**config.mk**
```make
export PLATFORM = sky130hd
export DESIGN_NAME = sm_product_bcd_conv
export DESIGN_NICKNAME = d
export VERILOG_FILES = /design/src/rtl/sm_bcd_pkg.sv /design/src/rtl/bcd_add3_digit.sv /design/src/rtl/sm_product_bcd_conv.sv
export SDC_FILE = /design/constraint.sdc
export NUM_CORES = 1
export LEC_CHECK = 0
export ABC_AREA = 0
export BUFFER_PORTS_ARGS = -buffer_cell sky130_fd_sc_hd__buf_4
export CORE_UTILIZATION = 45
export DETAILED_ROUTE_END_ITERATION = 10
export PLACE_DENSITY = 0.71
export SETUP_SLACK_MARGIN = 0.4
export SLEW_MARGIN = 20
export SYNTH_ARGS = -nofsm -noshare
export SYNTH_HDL_FRONTEND = slang
export SYNTH_SLANG_ARGS = --single-unit
```
**constraint.sdc**
```tcl
create_clock -name clk -period 2.2 [get_ports clk]
set_clock_uncertainty 0.2 [all_clocks]
set_input_delay 0 -clock clk [delete_from_list [all_inputs] [get_ports clk]]
set_output_delay 0 -clock clk [all_outputs]
set_load 0.05 [all_outputs]
```
**src/rtl/sm_bcd_pkg.sv**
```systemverilog
// Shared types and constants for the sign-magnitude product BCD converter.
// Holds the FSM state enum, digit constants and elaboration-time sizing helpers.
package sm_bcd_pkg;

   typedef enum logic [1:0] {
      IDLE  = 2'd0,
      SHIFT = 2'd1,
      DONE  = 2'd2
   } state_e;

   localparam int BCD_DIGIT_W = 4;
   localparam int ADD3_THRESH = 5;
   localparam int ADD3_VAL    = 3;

   // Enough bits to hold the shift count MAG_W down to zero.
   function automatic int cnt_width(input int mag_w);
      return (mag_w < 1) ? 1 : $clog2(mag_w + 1);
   endfunction

   function automatic longint unsigned pow10(input int n);
      longint unsigned r;
      r = 64'd1;
      for (int i = 0; i < n; i++) begin
         r = r * 64'd10;
      end
      return r;
   endfunction

endpackage

```
**src/rtl/bcd_add3_digit.sv**
```systemverilog
// Double-dabble correction for one BCD digit: adds 3 when the digit is 5 or more.
// Purely combinational, no latency, no flow control.
module bcd_add3_digit
   import sm_bcd_pkg::*;
(
   input  logic [BCD_DIGIT_W-1:0] dig_i,
   output logic [BCD_DIGIT_W-1:0] dig_o
);

   assign dig_o = (dig_i >= BCD_DIGIT_W'(ADD3_THRESH)) ? dig_i + BCD_DIGIT_W'(ADD3_VAL) : dig_i;

endmodule

```
**src/rtl/sm_product_bcd_conv.sv**
```systemverilog
// Sequential double-dabble converter for the signed multiplier product, one bit per clock.
// Optional SM_BCD_NEG_ZERO_CLEAR_EN suppresses a negative sign on a zero magnitude.
module sm_product_bcd_conv
   import sm_bcd_pkg::*;
#(
   parameter int MAG_W  = 8,
   parameter int DIGITS = 3
) (
   input  logic                          clk,
   input  logic                          rst,
   input  logic                          start,
   input  logic                          sign_in,
   input  logic [MAG_W-1:0]              mag_in,
   output logic                          busy,
   output logic                          done,
   output logic                          sign_out,
   output logic [BCD_DIGIT_W*DIGITS-1:0] bcd_out
);

   localparam int BCD_W = BCD_DIGIT_W * DIGITS;
   localparam int SR_W  = BCD_W + MAG_W;
   localparam int CNT_W = cnt_width(MAG_W);

   if (MAG_W < 1 || pow10(DIGITS) <= ((64'd1 << MAG_W) - 64'd1)) begin : g_bad_cfg
      $fatal(1, "sm_product_bcd_conv: DIGITS too small for MAG_W, or MAG_W < 1");
   end

   state_e             state_q;
   logic [CNT_W-1:0]   cnt_q;
   logic [SR_W-1:0]    sr_q;
   logic [SR_W-1:0]    sr_d;
   logic [BCD_W-1:0]   dig_corr;
   logic               sign_lat_q;
   logic               sign_lat_d;
   logic               busy_q;
   logic               done_q;
   logic               sign_q;
   logic [BCD_W-1:0]   bcd_q;

   for (genvar i = 0; i < DIGITS; i++) begin : g_add3
      bcd_add3_digit u_add3 (
         .dig_i (sr_q[MAG_W + BCD_DIGIT_W*i +: BCD_DIGIT_W]),
         .dig_o (dig_corr[BCD_DIGIT_W*i +: BCD_DIGIT_W])
      );
   end

   // Correct every digit first, then shift the whole register left by one.
   assign sr_d = SR_W'({dig_corr, sr_q[MAG_W-1:0]} << 1);

`ifdef SM_BCD_NEG_ZERO_CLEAR_EN
   assign sign_lat_d = sign_in & (|mag_in);
`else
   assign sign_lat_d = sign_in;
`endif

   always_ff @(posedge clk) begin
      if (rst) begin
         state_q    <= IDLE;
         cnt_q      <= '0;
         sr_q       <= '0;
         sign_lat_q <= 1'b0;
         busy_q     <= 1'b0;
         done_q     <= 1'b0;
         sign_q     <= 1'b0;
         bcd_q      <= '0;
      end else begin
         case (state_q)
            IDLE: begin
               done_q <= 1'b0;
               if (start) begin
                  sign_lat_q <= sign_lat_d;
                  sr_q       <= {{BCD_W{1'b0}}, mag_in};
                  cnt_q      <= CNT_W'(MAG_W);
                  busy_q     <= 1'b1;
                  state_q    <= SHIFT;
               end
            end
            SHIFT: begin
               sr_q  <= sr_d;
               cnt_q <= cnt_q - 1'b1;
               // Last shift: publish the result on the same edge that enters DONE.
               if (cnt_q == CNT_W'(1)) begin
                  bcd_q   <= sr_d[SR_W-1 -: BCD_W];
                  sign_q  <= sign_lat_q;
                  done_q  <= 1'b1;
                  state_q <= DONE;
               end
            end
            DONE: begin
               done_q  <= 1'b0;
               busy_q  <= 1'b0;
               state_q <= IDLE;
            end
            default: begin
               state_q <= IDLE;
            end
         endcase
      end
   end

   assign busy     = busy_q;
   assign done     = done_q;
   assign sign_out = sign_q;
   assign bcd_out  = bcd_q;

endmodule
```
After elaboration in Yosys (flattened, before gate mapping)
Cells that the tools add are included.

$add $sub $neg: 4. Magnitude comparators: 3. Equal/unequal tests: 5. Multiplexer cells: 14. Reduce and logical (&&, ||, !) cells: 11.

Operator list (count): 20-bit case mux with 2 select lines (1); 20-bit two-way mux (1); 4-bit by 3-bit greater-or-equal comparator with 1-bit output (second input constant) (3); 4-bit two-way mux (3); 2-bit AND reduction (6); 4-bit by 2-bit adder with 4-bit output (second input constant) (2); 4-bit case mux with 2 select lines (1); 2-bit nonzero test (3); 4-bit by 1-bit equality test with 1-bit output (second input constant) (1); 2-bit two-way mux (2); 2-bit != test (second input constant) (2); 1-bit case mux with 2 select lines (2); 2-bit case mux with 2 select lines (1); 4-bit by 1-bit subtractor with 4-bit output (second input constant) (1); 3-bit by 2-bit adder with 3-bit output (second input constant) (1); 3-bit two-way mux (1); 2-bit by 1-bit equality test with 1-bit output (second input constant) (1); 2-bit equality test (second input constant) (1); 2-bit zero test (1); 1-bit two-way mux (2); 2-bit OR reduction (1).

Flip-flop bits (word level): 42. Input port bits: 12. Output and inout bits: 15. Word-level logic and storage cells: 45.

Depth between registers and ports, before layout
Gate-level depths: netlist of run 1.

Word-level depth: 4. Mapped depth: 7. Gate-level depth less buffers: 6.

Hierarchy
A second synthesis of run 1 with hierarchy kept.

Cells, all modules: 216. Area, all modules: 1956.9 µm².

By module, submodules not included: sm_product_bcd_conv (instances 1, cells an instance 168, area an instance 1652.8 µm², sequential area each 840.8 µm²); bcd_add3_digit (instances 3, cells an instance 16, area an instance 101.3 µm², sequential area each 0.0 µm²).

Worst setup path before layout of run 1
Ideal clock, no wire load.

Path type: register -> register. Start: reg sr_q[8]. End: reg sr_q[10]. Setup time: 74 ps. Data arrival time: 1390 ps. Data required time: 1926 ps. Setup slack: 536 ps. Stages on the path, launching flop included: 7. Buffers on the path: 0. Clock period less this slack: 1664 ps. Path through: dfxtp_1 inv_1 ha_1 nand2b_1 a21oi_1 mux2_2 o21ai_0.

Longest elaborated chain between the ends: 3. Elaborated cells between the ends (all ways): 4. Classes of those cells: add/sub: 1; order compare: 1; mux: 2.

Ends and longest elaborated chain: start, declared (RTL line sm_product_bcd_conv.sv:30) `logic [SR_W-1:0] sr_q;`; start signal, assigned (RTL line sm_product_bcd_conv.sv:72) `sr_q <= {{BCD_W{1'b0}}, mag_in};`; start signal, assigned (RTL line sm_product_bcd_conv.sv:79) `sr_q <= sr_d;`; 4-bit by 2-bit adder with 4-bit output / 4-bit by 3-bit greater-or-equal comparator with 1-bit output (equally long branches) (RTL line bcd_add3_digit.sv:10) `assign dig_o = (dig_i >= BCD_DIGIT_W'(ADD3_THRESH)) ? dig_i + BCD_DIGIT_W'(ADD3_VAL) : dig_i;`; 4-bit two-way mux * (RTL line bcd_add3_digit.sv:10); 20-bit case mux with 2 select lines * (RTL line sm_product_bcd_conv.sv:67) `case (state_q)`.

Every way passes the cells marked *; elsewhere a longest branch is shown, timed or not. A chain may end at the register's enable or synchronous reset.

Final worst setup path of run 1
Start: reg cnt_q[0]. End: reg bcd_q[7] (netlist: bcd_out[7]).

Longest elaborated chain between the ends: 2.

Ends and longest elaborated chain: start, declared (RTL line sm_product_bcd_conv.sv:29) `logic [CNT_W-1:0] cnt_q;`; start signal, assigned (RTL line sm_product_bcd_conv.sv:73) `cnt_q <= CNT_W'(MAG_W);`; start signal, assigned (RTL line sm_product_bcd_conv.sv:80) `cnt_q <= cnt_q - 1'b1;`; 4-bit by 1-bit equality test with 1-bit output (RTL line sm_product_bcd_conv.sv:82) `if (cnt_q == CNT_W'(1)) begin`; 2-bit AND reduction (no line); end signal, assigned (RTL line sm_product_bcd_conv.sv:83) `bcd_q <= sr_d[SR_W-1 -: BCD_W];`; end, declared (RTL line sm_product_bcd_conv.sv:38) `logic [BCD_W-1:0] bcd_q;`.

No other way between the ends.

==> metrics.md, run 1 <==
| Metric | Value |
|---|---|
| Postcts setup bufs | `0` |
| Core Footprint | `4120 um^2` |
| Final nets | `284` |
| Setup TNS | `0 ns` |
| CP required | `2.17 ns` |
| Yosys synthesis warning count | `0` |
| Setup violations, final | `0` |
| Comb pwr share | `15.5%` |
| Power per cell area | `627 nW/um^2` |
| Clock sinks | `42` |
| Vias in the first global route | `1629` |
| Clk pwr share | `30.9%` |
| Maxcap violations | `0` |
| Final worst-path cycle share | `78.6%` |
| Fillers | `388` |
| CP max FO | `12` |
| H-tree depth | `2` |
| DR WL/cell | `13.9 um` |
| Synth Area per Inst | `8.61 um^2` |
| Outcome | `finished, final reports clean` |
| GPL Wtd Cong | `0.795` |
| CTS tree | `yes` |
| Top post-synthesis cells by area | `dfxtp_1 (42%), nor2_1 (6.2%), a21oi_1 (6.0%)` |
| Worst-margin pin slew | `0.427 ns` |
| Number of inserted diodes | `0` |
| Post-DP HPWL | `2730 um` |
| Max-slew violations | `0` |
| CTS Root Buffer Type | `clkbuf_8` |
| Fmax | `0.578 GHz` |
| Total wire length | `4360 um` |
| Flop-to-flop setup slack | `0.47 ns` |
| Critical Path AT | `1.70 ns` |
| Antenna violations before repair | `0` |
| Share of post-route cells with drive strength above 1 | `23.5%` |
| Routed via count | `1670` |
| Worst hold path type | `flop to flop` |
| Net Sw Frac | `27.2%` |
| Area leader, netlist | `dfxtp_1` |
| Total clock buffers created by CTS | `5` |
| 1st-pass router iterations | `4` |
| Hold Fails Final Rpt | `0` |
| Yosys top cell area share | `42.1%` |
| Reg clk slew, reported paths | `0.08 ns` |
| Largest net degree at the start of global routing | `44` |
| Peak supply drop | `366 uV` |
| Synth cell types | `34` |
| Crit Path Category | `flop to flop` |
| ANT nets after route | `0` |
| Starting DRT DRC Count | `54` |
| Max-slew headroom | `71.5%` |
| DR vias/cell | `5.32` |
| Power Internal | `1.12 mW` |
| Ports | `27` |
| Unrepaired setup endpoints after global routing | `true` |
| Crit path launch type | `flop` |
| Die height | `68.6 um` |
| CP Capture Type | `flop` |
| Final hold slack | `0.261 ns` |
| P&R area growth vs syn | `22.9%` |
| Synth Instances | `232` |
| Design Power | `1.54 mW` |
| Initial Util | `48.5%` |
| Die Area | `4710 um^2` |
| Sequential power share | `53.6%` |
| Maximum clock path buffer count | `2` |
| GRT Overall Usage | `20.9%` |
| Core Rows | `23` |
| Clock Latency Late Sink | `0.30 ns` |
| Sequential share of the synthesized area | `42.1%` |
| Cell Area, Synth | `2000 um^2` |
| Sw Pwr | `419 uW` |
| Die W | `68.6 um` |
| Drc violations | `0` |
| Port Buf Inserts | `26` |
| Min Tclk post-route | `1.73 ns` |
| Syn nets | `252` |
| Gr ovfl total | `0` |
| Global-route wire length before repair | `7280 um` |
| Leak | `0.919 nW` |
| Register bit total from synthesis | `42` |
[per-layer routing]
layer,vias up,track usage (%),wire [um]
met5,-,0,0
met3,8,4.11,115
met4,0,9.38,85
met1,764,26.4,2180
li1,875,-,-
met2,23,34.2,1970
[path summary, 6_finish.rpt]
check,start,cells after the start,end
setup / recovery,cnt_q[0]$_SDFFE_PP0P_,5,bcd_out[7]$_SDFFE_PP0P_
hold / removal,sign_lat_q$_SDFFE_PP0P_,2,sign_out$_SDFFE_PP0P_
setup reg to reg,cnt_q[0]$_SDFFE_PP0P_,5,bcd_out[7]$_SDFFE_PP0P_
hold reg to reg,sign_lat_q$_SDFFE_PP0P_,2,sign_out$_SDFFE_PP0P_
[flip-flops by register name, summed over array words and instances, names as in the netlist]
register and flops:
sr_q 20, bcd_out 12, cnt_q 4, state_q 2, busy 1, done 1, sign_lat_q 1, sign_out 1
[Yosys cell counts, drive strengths merged]
library cell and instances:
dfxtp 42, nor2 33, a21oi 24, inv 15, o21ai 15, nand3b 10, a211oi 9, buf 9
ha 8, clkbuf 7, nand2 7, nor3 7, nor3b 7, nand2b 6, o32ai 5, mux2 4
nor2b 4, o221a 4, a2111oi 3, a22oi 3, nand3 3, xnor2 3, and2 1, mux2i 1
o22ai 1, or2 1
[final cells by class]
cell class	instances	area, um^2	share of cell area (%)
Clock buffer	7	76.3	3.11
Sequential cell	42	843	34.4
Multi-Input combinational cell	159	1080	44.0
Tap cell	50	62.6	2.55
Inverter	15	56.3	2.29
Timing Repair Buffer	41	335	13.7
[layout by cell type, fill, tap and decap left out, types with 6 or more instances in the layout]
cell type	Yosys	final
a211oi_1	8	8
a21oi_1	24	21
nand3b_1	10	10
dlygate4sd3_1	0	11
dfxtp_1	42	40
inv_1	15	13
nand2_1	6	6
o21ai_0	15	14
nor3b_1	6	6
buf_4	2	30
nor2_1	33	33
nor3_1	7	7
[cells by family after synthesis]
group / Yosys count / share of synthesized area [%]
and+or+nand+nor: 79 / 20.7
AOI/OAI and AO/OA: 64 / 21.2
DFF: 42 / 42.1
buffers and inverters: 31 / 6.89
adders and majority gates: 8 / 5.01
muxes: 5 / 2.76
xor gates and xnor gates: 3 / 1.32
[power by group through the flow]
stage | Sequential (mW) | Clock, mW | Combinational, mW
6_report | 0.824 | 0.475 | 0.239
5_1_grt | 0.829 | 0.512 | 0.264
4_1_cts | 0.821 | 0.477 | 0.232
3_5_place_dp | 0.839 | 0 | 0.214
3_3_place_gp | 0.839 | 0 | 0.210
2_1_floorplan | 0.853 | 0 | 0.141
[critical path, cell delays in order, from the launching register on]
cell and delay (ns):
dfxtp_1 0.40, ha_1 0.19, nor3b_4 0.23, nand2_2 0.22
a211oi_1 0.29, nor3_1 0.07
[through the flow]
stage	util (%)	instances	setup slack, ns	cell area (um^2)
3_3_place_gp	53.5	296	0.419	2200
4_1_cts	58.4	314	0.422	2400
6_report	59.6	314	0.470	2450
2_1_floorplan	-	232	0.536	2000
5_1_grt	59.6	314	0.374	2450
3_5_place_dp	53.5	296	0.351	2200
[timing repair]
action	in CTS	in global routing
gates resized for setup	5	14
cloned	0	0
endpoints found under the hold margin	23	0
pin swaps	0	2
setup endpoints to repair	9	17
hold buffers	11	0
Power figures use the tool's default switching activity.
==> run 2: changes to the inputs <==
PLACE_DENSITY = 0.73   (was 0.71)
clock period = 1.5 ns   (was 2.2 ns; I/O delays follow)
==> run 2 against run 1 <==
Net effect: the run now ends with negative hold slack, negative setup slack left; first-iteration DRC count is 120% higher; final cell count is 8.6% higher; non-clock buffer count rose by 26; fmax is 10% higher; flip-flop and latch count is the same; final area grew 31%; total power grew 61%; largest cell class unchanged; global-route usage increased by 6.9 points; register-to-register slack lost 0.54 ns; clock power rose by 47%.
==> metrics.md, run 2 (synthesized netlist as in run 1, its figures left out) <==
| Metric | Value |
|---|---|
| Commonest non-fill, non-tap cell in the layout | `buf_4` |
| Worst-margin pin slew | `0.393 ns (-0.0337 ns)` |
| Hold Fails Final Rpt | `17 (+17)` |
| Maxcap violations | `0 (unchanged)` |
| Port Buf Inserts | `26 (unchanged)` |
| ANT nets after route | `0 (unchanged)` |
| Antenna violations before repair | `0 (unchanged)` |
| Total wire length | `5660 um (+30%)` |
| 1st-pass router iterations | `4 (unchanged)` |
| Min Tclk post-route | `1.57 ns (-0.162 ns)` |
| Sequential power share | `49.1% (-4.5 points)` |
| Most frequent cells in the layout | `buf_4 (43), dfxtp_1 (30), nor2_1 (23), buf_6 (15), a21oi_1 (14)` |
| Max-slew headroom | `73.8% (+2.2 points)` |
| Peak supply drop | `448 uV (+22%)` |
| Max reg flops | `20 (unchanged)` |
| Worst hold path type | `input pin to flop` |
| Failing checks | `negative hold slack, negative setup slack` |
| Routed via count | `1893 (+13%)` |
| CP Capture Type | `flop` |
| Core Rows | `23 (unchanged)` |
| GPL Wtd Cong | `0.787 (-0.96%)` |
| Cts hold-fix bufs | `5 (-6)` |
| Area of the multi-input gates | `1520 um^2 (+41%)` |
| DR WL/cell | `16.6 um (+20%)` |
| Clk pwr share | `28.4% (-2.5 points)` |
| CTS Root Buffer Type | `clkbuf_8` |
| Clock sinks | `42 (unchanged)` |
| Comb pwr share | `22.5% (+7.0 points)` |
| Net Sw Frac | `29.5% (+2.3 points)` |
| Starting DRT DRC Count | `117 (+120%)` |
| DR vias/cell | `5.55 (+4.4%)` |
| P&R area growth vs syn | `61.0%` |
| Largest net degree at the start of global routing | `27 (-39%)` |
| CTS tree | `yes` |
| Post-DP HPWL | `3370 um (+23%)` |
| Core Footprint | `4120 um^2 (unchanged)` |
| Number of inserted diodes | `0 (unchanged)` |
| Fmax | `0.638 GHz (+10%)` |
| Setup violations, final | `17 (+17)` |
| Sw Pwr | `729 uW (+74%)` |
| CP required | `1.45 ns (-0.72 ns)` |
| Unrepaired setup endpoints after global routing | `true` |
| Maximum clock path buffer count | `2 (unchanged)` |
| Drc violations | `0 (unchanged)` |
| Outcome | `finished with violations` |
| Util after Layout | `78.1% (+18 points)` |
| Global-route wire length before repair | `9430 um (+30%)` |
| Reg clk slew, reported paths | `0.09 ns (about the same)` |
| H-tree depth | `2 (unchanged)` |
| Clock Latency Late Sink | `0.30 ns (about the same)` |
| Reg area | `868 um^2 (+3.0%)` |
| Ports | `27 (unchanged)` |
| Final hold slack | `-0.134 ns (-0.395 ns)` |
| Largest reg by FF count | `sr_q` |
| Total clock buffers created by CTS | `5 (unchanged)` |
| Final nets | `311 (+9.5%)` |
| Final worst-path cycle share | `105% (+26 points)` |
| Initial Util | `48.5% (unchanged)` |
| CP max FO | `3 (-9)` |
| Power per cell area | `768 nW/um^2 (+23%)` |
| Final WS setup | `-0.0679 ns (-0.538 ns)` |
| Power Internal | `1.74 mW (+56%)` |
| Leak | `1.21 nW (+32%)` |
| Crit path launch type | `flop` |
| Vias in the first global route | `1915 (+18%)` |
| Share of post-route cells with drive strength above 1 | `57.0% (+34 points)` |
| Die height | `68.6 um (unchanged)` |
| GRT Overall Usage | `27.8% (+6.9 points)` |
| Die Area | `4710 um^2 (unchanged)` |
| Fillers | `268 (-31%)` |
| Gr ovfl total | `0 (unchanged)` |
| Critical Path AT | `1.52 ns (-0.18 ns)` |
| Max-slew violations | `0 (unchanged)` |
| Crit Path Category | `flop to flop` |
| Die W | `68.6 um (unchanged)` |
-- run 2: what timing repair did --
action,CTS,global route
resized for setup,49,30
pin swaps,24,12
endpoints found under the setup margin,41,44
endpoints found under the hold margin,27,16
setup buffers,10,3
gates cloned,1,0
-- run 2: power by group through the flow --
| stage | Clock (mW) | Combinational, mW | Sequential [mW] |
|---|---|---|---|
| global route | 0.745 | 0.595 | 1.22 |
| floorplan | 0 | 0.275 | 1.27 |
| CTS | 0.698 | 0.506 | 1.21 |
| finish | 0.700 | 0.556 | 1.21 |
| detailed placement | 0 | 0.413 | 1.24 |
| global placement | 0 | 0.404 | 1.24 |
-- run 2: worst paths after layout --
kind | from | end | slack, ns | cells after the start
setup / recovery | sr_q[9]$_SDFFE_PP0P_ | sr_q[9]$_SDFFE_PP0P_ | -0.07 | 7
hold / removal | rst | done$_SDFFE_PP0P_ | -0.13 | 2
setup reg to reg | sr_q[9]$_SDFFE_PP0P_ | sr_q[9]$_SDFFE_PP0P_ | -0.07 | 7
hold reg to reg | sign_lat_q$_SDFFE_PP0P_ | sign_out$_SDFFE_PP0P_ | 0.27 | 2
-- run 2: worst max-delay path, stage by stage, from the launching register on --
cell,delay [ns]
dfxtp_2,0.36
inv_4,0.05
ha_4,0.14
nand2b_4,0.14
a21oi_4,0.17
buf_4,0.14
xnor2_2,0.13
o32ai_1,0.10
-- run 2: metrics by stage --
stage | power (mW) | setup slack, ns | TNS, ns | area, um^2 | instances
after floorplan | 1.54 | 0.0276 | 0 | 2330 | 232
after detailed placement | 1.65 | -0.0533 | -0.276 | 2660 | 315
after CTS | 2.41 | -0.0234 | -0.167 | 3060 | 338
after global placement | 1.64 | -0.00446 | -0.00446 | 2660 | 315
final | 2.47 | -0.0679 | -0.741 | 3210 | 341
after global routing | 2.56 | -0.131 | -1.83 | 3210 | 341
-- run 2: final cells by class --
type,count,area share (%)
Multi-Input combinational cell,160,47.4
Sequential cell,42,27.0
Timing Repair Buffer,67,19.0
Clock buffer,5,2.14
Inverter,15,2.14
Tap cell,50,1.95
Clock inverter,2,0.311
-- run 2: routing by layer --
| metal | up-vias | GRT usage [%] | wire (um) |
|---|---|---|---|
| met3 | 7 | 4.44 | 233 |
| met5 | - | 0 | 0 |
| met2 | 39 | 48.0 | 2800 |
| li1 | 933 | - | - |
| met4 | 0 | 8.33 | 65 |
| met1 | 914 | 35.2 | 2570 |
==> run 3: changes to the inputs <==
PLACE_DENSITY = 0.71   (was 0.73)
SETUP_SLACK_MARGIN = unset   (was 0.4)
TNS_END_PERCENT = 30   (was unset)
clock period = 1.9 ns   (was 1.5 ns; I/O delays follow)
==> run 3 against run 2 <==
Net effect: register-to-register slack improved by 0.21 ns; largest power group unchanged; the flow now finishes without violations; first-iteration DRC count is 6.8% lower; hold slack improved by 0.39 ns; critical path type unchanged; critical path depth down 1; largest cell class unchanged; die area unchanged; via count shrank 9.1%; final area decreased by 23%; global-route usage is 7.6 points lower; setup slack better by 0.21 ns; non-clock buffer count down 20.
==> metrics.md, run 3 (synthesized netlist as in run 1, its figures left out) <==
| Metric | Value |
|---|---|
| Worst-margin pin slew | `0.434 ns (+0.0413 ns)` |
| Clock Latency Late Sink | `0.29 ns (about the same)` |
| Routed via count | `1721 (-9.1%)` |
| GRT Overall Usage | `20.2% (-7.6 points)` |
| CP Capture Type | `flop` |
| Crit path launch type | `flop` |
| Hold Fails Final Rpt | `0 (-17)` |
| Starting DRT DRC Count | `109 (-6.8%)` |
| Clock sinks | `42 (unchanged)` |
| R2r endpoint | `sr_q[18]$_SDFFE_PP0P_` |
| Core Rows | `23 (unchanged)` |
| Maximum clock path buffer count | `2 (unchanged)` |
| Max-slew headroom | `71.0% (-2.8 points)` |
| Crit Path Category | `flop to flop` |
| Flop-to-flop setup slack | `0.14 ns (+0.21 ns)` |
| CTS Root Buffer Type | `clkbuf_8` |
| Reg2reg start | `sr_q[16]$_SDFFE_PP0P_` |
| Drc violations | `0 (unchanged)` |
| Final hold slack | `0.258 ns (+0.392 ns)` |
| Fmax | `0.568 GHz (-11%)` |
| Core Footprint | `4120 um^2 (unchanged)` |
| Worst hold path type | `flop to flop` |
| Ports | `27 (unchanged)` |
| Reg area | `841 um^2 (-3.2%)` |
| Die W | `68.6 um (unchanged)` |
| R2R depth | `6 (-1)` |
| Antenna violations before repair | `0 (unchanged)` |
| GPL Wtd Cong | `0.827 (+5.1%)` |
| Total clock buffers created by CTS | `5 (unchanged)` |
| Leak | `0.952 nW (-22%)` |
| Final worst-path cycle share | `92.7% (-12 points)` |
| Global-route wire length before repair | `6910 um (-27%)` |
| Max reg flops | `20 (unchanged)` |
| Design Power | `1.82 mW (-26%)` |
| DR vias/cell | `5.36 (-3.4%)` |
| H-tree depth | `2 (unchanged)` |
| 1st-pass router iterations | `4 (unchanged)` |
| Post-DP HPWL | `2770 um (-18%)` |
| CTS tree | `yes` |
| Final nets | `290 (-6.8%)` |
| Maxcap violations | `0 (unchanged)` |
| Commonest non-fill, non-tap cell in the layout | `dfxtp_1` |
| Outcome | `finished, final reports clean` |
| Gr ovfl total | `0 (unchanged)` |
| Initial Util | `48.5% (unchanged)` |
| Power per cell area | `737 nW/um^2 (-4.1%)` |
| Port Buf Inserts | `26 (unchanged)` |
| Setup slack at placement | `0.123 ns (+0.177 ns)` |
| ANT nets after route | `0 (unchanged)` |
| Worst setup path start | `sr_q[16]$_SDFFE_PP0P_` |
| Min Tclk post-route | `1.76 ns (+0.194 ns)` |
| CP max FO | `5 (+2)` |
| Largest reg by FF count | `sr_q` |
| Share of post-route cells with drive strength above 1 | `22.5% (-35 points)` |
| Critical Path AT | `1.78 ns (+0.26 ns)` |
| Final WS setup | `0.138 ns (+0.206 ns)` |
| Die height | `68.6 um (unchanged)` |
| Peak supply drop | `350 uV (-22%)` |
| Die Area | `4710 um^2 (unchanged)` |
| Total wire length | `4200 um (-26%)` |
| Unrepaired setup endpoints after global routing | `true` |
| Most frequent cells in the layout | `dfxtp_1 (42), buf_4 (36), nor2_1 (33), a21oi_1 (22)` |
| DR WL/cell | `13.1 um (-21%)` |
| P&R area growth vs syn | `23.5%` |
| CP required | `1.92 ns (+0.47 ns)` |
| Critical Path End | `sr_q[18]$_SDFFE_PP0P_` |
| Vias in the first global route | `1512 (-21%)` |
| Max-slew violations | `0 (unchanged)` |
| Largest net degree at the start of global routing | `44 (+63%)` |
| Setup violations, final | `0 (-17)` |
| Reg clk slew, reported paths | `0.08 ns (about the same)` |
| Area of the multi-input gates | `1030 um^2 (-32%)` |
| Number of inserted diodes | `0 (unchanged)` |
| Fillers | `371 (+38%)` |
## run 3: changes by cell type in the layout (fill, tap and decap cells not counted), moves of 8 or more
cell	before	now
nor2_1	23	33
a21oi_1	14	22
o21ai_1	9	0
buf_6	15	0
dfxtp_1	30	42
o21ai_0	2	15
ha_4	8	0
inv_1	6	15
## run 3: final cells by class
type | count | area share (%)
timing repair buffer | 47 | 15.4
clock inverter | 1 | 0.203
sequential | 42 | 34.1
multi-input combinational | 159 | 42.0
inverter | 15 | 2.28
clock buffer | 7 | 3.50
tap | 50 | 2.54
## run 3: per-stage QoR
| stage | std cells | instance area [um^2] | TNS [ns] | utilization (%) |
|---|---|---|---|---|
| 6_report | 321 | 2470 | 0 | 59.9 |
| 5_1_grt | 321 | 2470 | -0.0131 | 59.9 |
| 4_1_cts | 321 | 2450 | 0 | 59.5 |
| 3_5_place_dp | 302 | 2250 | 0 | 54.6 |
| 3_3_place_gp | 302 | 2250 | 0 | 54.6 |
| 2_1_floorplan | 232 | 2000 | 0 | - |
## run 3: what timing repair did
item                                   in CTS  in global routing
endpoints found under the hold margin      22                  0
gates resized for setup                     0                  4
setup endpoints to repair                   0                  6
buffers inserted                            0                  0
hold buffers                               11                  0
## run 3: worst min path at each step
stage | start | endpoint | slack, ns | cells past startpoint
3_3_place_gp | sign_in | sign_lat_q$_SDFFE_PP0P_ | 0.04 | 3
4_1_cts | sign_lat_q$_SDFFE_PP0P_ | sign_out$_SDFFE_PP0P_ | 0.26 | 2
6_report | sign_lat_q$_SDFFE_PP0P_ | sign_out$_SDFFE_PP0P_ | 0.26 | 2
2_1_floorplan | sign_in | sign_lat_q$_SDFFE_PP0P_ | -0.05 | 2
3_5_place_dp | sign_in | sign_lat_q$_SDFFE_PP0P_ | 0.05 | 3
5_1_grt | sign_out$_SDFFE_PP0P_ | sign_out$_SDFFE_PP0P_ | 0.28 | 2
## run 3: worst max-delay path, cell delays in order (launching register included)
cell      delay [ns]
dfxtp_1         0.32
inv_1           0.10
ha_1            0.24
nand2b_1        0.08
a21oi_1         0.22
mux2_2          0.37
o21ai_0         0.16
## run 3: metal layers
layer	routed length [um]	track usage [%]
met1	1980	27.4
met2	1910	30.1
met3	196	4.11
met4	109	9.64
met5	0	0
## run 3: where the power goes
| part | total [mW] | switching [mW] | internal [mW] |
|---|---|---|---|
| logic | 0.279 | 0.151 | 0.128 |
| registers | 0.952 | 0.0339 | 0.918 |
| clock network | 0.586 | 0.293 | 0.293 |
